==> config.mk <==
export PLATFORM = sky130hd
export DESIGN_NAME = circuit_01
export DESIGN_NICKNAME = d
export VERILOG_FILES = /design/src/rtl/circuit_01.sv
export SDC_FILE = /design/constraint.sdc
export NUM_CORES = 1
export LEC_CHECK = 0
export ABC_AREA = 1
export CAP_MARGIN = 30
export CORE_MARGIN = 10
export CORE_UTILIZATION = 45
export CTS_CLUSTER_DIAMETER = 100
export DETAILED_ROUTE_END_ITERATION = 10
export PLACE_DENSITY = 0.82
export SYNTH_ARGS = -nofsm -noshare
export SYNTH_HDL_FRONTEND = slang
export SYNTH_SLANG_ARGS = --single-unit
==> constraint.sdc <==
create_clock -name clk -period 1.6 [get_ports clk]
set_input_delay 0.32 -clock clk [delete_from_list [all_inputs] [get_ports clk]]
set_output_delay 0.32 -clock clk [all_outputs]
set_load 0.02 [all_outputs]
==> src/rtl/circuit_01.sv <==
// circuit_01: table-driven 3-input function with registered copy, rise pulse and input statistics
module circuit_01 #(
    parameter logic [7:0] TRUTH_TABLE = 8'b1110_1000,
    parameter int         CNT_W       = 8
) (
    input  logic             clk,
    input  logic             rst_n,
    input  logic             a,
    input  logic             b,
    input  logic             c,
    output logic             d,
    input  logic             clr,
    output logic             d_q,
    output logic             d_rise,
    output logic [7:0]       minterm_seen,
    output logic             all_seen,
    output logic [CNT_W-1:0] ones_cnt
);
    logic [2:0] idx;
    assign idx      = {a, b, c};
    assign d        = TRUTH_TABLE[idx];
    assign all_seen = &minterm_seen;
    always_ff @(posedge clk or negedge rst_n) begin
        if (!rst_n) begin
            d_q          <= 1'b0;
            d_rise       <= 1'b0;
            minterm_seen <= '0;
            ones_cnt     <= '0;
        end else begin
            d_q          <= d;
            d_rise       <= d & ~d_q;
            minterm_seen <= clr ? '0 : minterm_seen | (8'd1 << idx);
            ones_cnt     <= clr ? '0 : (d_q && ones_cnt != '1) ? ones_cnt + 1'b1 : ones_cnt;
        end
    end
endmodule

==> flow_metrics.py <==
metrics = {
    "sta": {
        "setup_viol": 0,
        "drv_slew": 0,
        "slew_headroom": 0.846,
        "period_share": 0.947,
        "fin_setup_tns_ns": 0,
        "skew_ns": 0.00957,
        "hold_violations": 0,
        "period_needed_ns": 1.51,
        "worstMarginPinSlew_ns": 0.230,
        "fmax_mhz": 660,
        "rsz0062_at_grt": "no",
        "worst_slack_ns": 0.0855,
    },
    "global_routing": {
        "gr-total-overflow": 0,
        "grt_pass1_wl_mm": 3.75,
        "grt_usage": 0.109,
        "antenna_found_initial": 0,
        "grt_pass1_vias": 802,
        "grt_max_degree": 19,
    },
    "clock_network": {
        "clk_latency_ns": 0.30,
        "cts_tree": "yes",
        "numCtsBuffers": 3,
        "clock_sinks": 18,
        "root_buffer": "clkbuf_4",
        "cts_htree_levels": 1,
        "clockBufferDepth": 2,
        "hold_buffers": 0,
        "clk_pin_slew_ns": 0.11,
    },
    "synth": {
        "synth.avg_cell_area_um2": 8.55,
        "ys_seq_elements": 18,
        "synth_mux_area_frac": 0,
        "synth_xor_area_frac": 0.00994,
        "ys_seq_area_frac": 0.511,
        "synth-simple-area-share": 0.293,
        "ys_warn_count": 0,
        "synthDistinctLibCells": 23,
        "netlist_area_um2": 881,
        "synthAdderAreaFrac": 0.0142,
        "syn-num-nets": 110,
        "synth_compound_area_frac": 0.102,
        "synth_cells": 103,
        "synth_top_family_by_area": "simple AND/OR/NAND/NOR gates",
    },
    "floorplanning": {
        "coreArea_um2": 1780,
        "die_area_um2": 4130,
        "start_util": 0.494,
        "row_count": 15,
        "ios": 26,
        "die_y_um": 64.2,
        "chipWidth_um": 64.2,
    },
    "run": {
        "cap_viol_max_count": 0,
    },
    "critical_path": {
        "critPathArrivalTime_ns": 1.19,
        "crit_fanout": 2,
        "critPathCaptureType": "primary output",
        "required_ns": 1.28,
        "critPathKind": "input pin to primary output",
        "cp-start-kind": "input pin",
    },
    "route": {
        "dr.pass1.iters": 4,
        "antenna_left": 0,
        "vias": 813,
        "first_iter_violations": 13,
        "wirelength_mm": 2.28,
        "viasPerCell": 4.87,
        "routedWlPerCell_um": 13.6,
        "post-route-drc-count": 0,
    },
    "power_and_ir_drop": {
        "p_int_mw": 0.699,
        "seqPwrFrac": 0.511,
        "p_sw_mw": 0.284,
        "powerDensity_nw_per_um2": 779,
        "p_comb_frac": 0.193,
        "clkPwrFrac": 0.296,
        "switching_share": 0.289,
        "ir_drop_mv": 0.593,
        "leakage_nw": 0.717,
    },
    "layout": {
        "layout.cells.non_filler": 167,
        "syn2layout_area_growth_pct": 43.2,
        "layout-drive-gt1-share": 0.204,
        "post-route-cell-area_um2": 1260,
        "final_util": 0.707,
        "fillers": 159,
        "diodes": 0,
        "layout.nets": 150,
    },
    "placement": {
        "dp_cells": 162,
        "post-place-ws_ns": -0.521,
        "numPortBuffers": 25,
        "dpl.hpwl_mm": 1.73,
        "place_congestion": 0.823,
        "place_area_um2": 1230,
    },
    "outcome": {
        "status": "finished, final reports clean",
    },
    "hold_path": {
        "hold_class": "input pin to async pin",
    },
}
## synthesized netlist by cell type
library cell / count / share of area
o21ai_0: 1 / 0.0057
nor2_2: 1 / 0.0071
and2_1: 1 / 0.0071
a31oi_1: 1 / 0.0071
ha_1: 1 / 0.014
nand2_2: 4 / 0.028
dfrtp_1: 18 / 0.51
nand3_1: 4 / 0.023
buf_2: 1 / 0.0057
inv_1: 11 / 0.047
nor2_4: 1 / 0.013
nor3_1: 5 / 0.028
nor2_1: 14 / 0.060
o21bai_1: 1 / 0.0085
nand2_4: 1 / 0.013
xor2_1: 1 / 0.0099
clkinv_4: 1 / 0.0099
nand2_1: 20 / 0.085
inv_4: 1 / 0.0071
nand4_1: 4 / 0.028
a21oi_1: 5 / 0.028
a21oi_2: 1 / 0.0099
o21a_1: 5 / 0.043
## layer usage
metal	wire length, µm	GRT usage	up-vias
li1	-	-	410
met1	1040	0.135	382
met2	1140	0.176	16
met3	71	0.0279	5
met4	27	0.0428	0
met5	0	0	-
## power groups by stage
| stage | registers (mW) | clock network (mW) | logic, mW |
|---|---|---|---|
| after floorplan | 0.540 | 0 | 0.0615 |
| after global placement | 0.511 | 0 | 0.200 |
| after detailed placement | 0.512 | 0 | 0.204 |
| after CTS | 0.503 | 0.291 | 0.190 |
| after global routing | 0.507 | 0.316 | 0.210 |
| final | 0.502 | 0.291 | 0.189 |
## critical path, cell delays in order
cell and delay, ns:
clkdlybuf4s50_1 0.48, inv_1 0.07, a21oi_2 0.16, buf_4 0.17
## logic make-up after synthesis
logic type	after synthesis
buffers and inverters	14
flip-flops	18
AO/OA/AOI/OAI	14
adder cells (fa/ha/maj)	1
XOR/XNOR	1
AND/OR/NAND/NOR	55
## registers in the layout, indices dropped and copies added (netlist names)
| register | cells |
|---|---|
| d_q | 1 |
| d_rise | 1 |
| minterm_seen | 8 |
| ones_cnt | 8 |
## what timing repair did
| item | 4_1_cts | 5_1_grt |
|---|---|---|
| pin swaps | 0 | 1 |
| setup buffers | 0 | 1 |
| endpoints found under the setup margin | 19 | 3 |
| resized for setup | 24 | 6 |
## worst paths after layout
check	from	to	depth (start not counted)	slack [ns]
worst min-delay path	rst_n	ones_cnt[4]$_DFFE_PN0P_	2	0.33
worst max-delay path	a	d	4	0.09
max in group asynchronous	rst_n	minterm_seen[6]$_DFF_PN0_	2	1.07
min in group clk	minterm_seen[5]$_DFF_PN0_	minterm_seen[5]$_DFF_PN0_	1	0.52
worst max register to register	ones_cnt[0]$_DFFE_PN0P_	ones_cnt[0]$_DFFE_PN0P_	9	0.20
worst min register to register	minterm_seen[5]$_DFF_PN0_	minterm_seen[5]$_DFF_PN0_	1	0.52
## cell type report
class	count	area, µm²	area share
Inverter	13	56.3	0.0446
Tap cell	25	31.3	0.0248
Sequential cell	18	450	0.357
Clock buffer	4	36.3	0.0288
Timing Repair Buffer	36	312	0.247
Multi-Input combinational cell	71	375	0.298
## cells in the final DEF (no fill, tap or decap)
master / instances
nor2_1: 14
clkbuf_4: 3
dlymetal6s2s_1: 3
o21ai_0: 1
ha_1: 1
nor2_4: 1
and2_1: 1
inv_4: 1
a21oi_2: 2
a21oi_1: 4
nand2_4: 1
a31oi_1: 1
nor3_1: 5
clkinv_4: 1
nand3_1: 4
dfrtp_1: 18
inv_1: 11
clkbuf_2: 1
o21a_1: 5
buf_4: 12
clkdlybuf4s50_1: 3
clkbuf_8: 1
xor2_1: 1
nand2_1: 19
nand2_2: 5
nor2_2: 1
dlygate4sd2_1: 17
nand4_1: 4
o21bai_1: 1
## through the flow
stage | hold WS (ns) | total power [mW]
2_1_floorplan | 0.0244 | 0.601
5_1_grt | 0.350 | 1.03
3_5_place_dp | 0.507 | 0.717
4_1_cts | 0.342 | 0.984
3_3_place_gp | 0.505 | 0.711
6_report | 0.328 | 0.983
No activity file was read; power rests on OpenSTA's default activity.
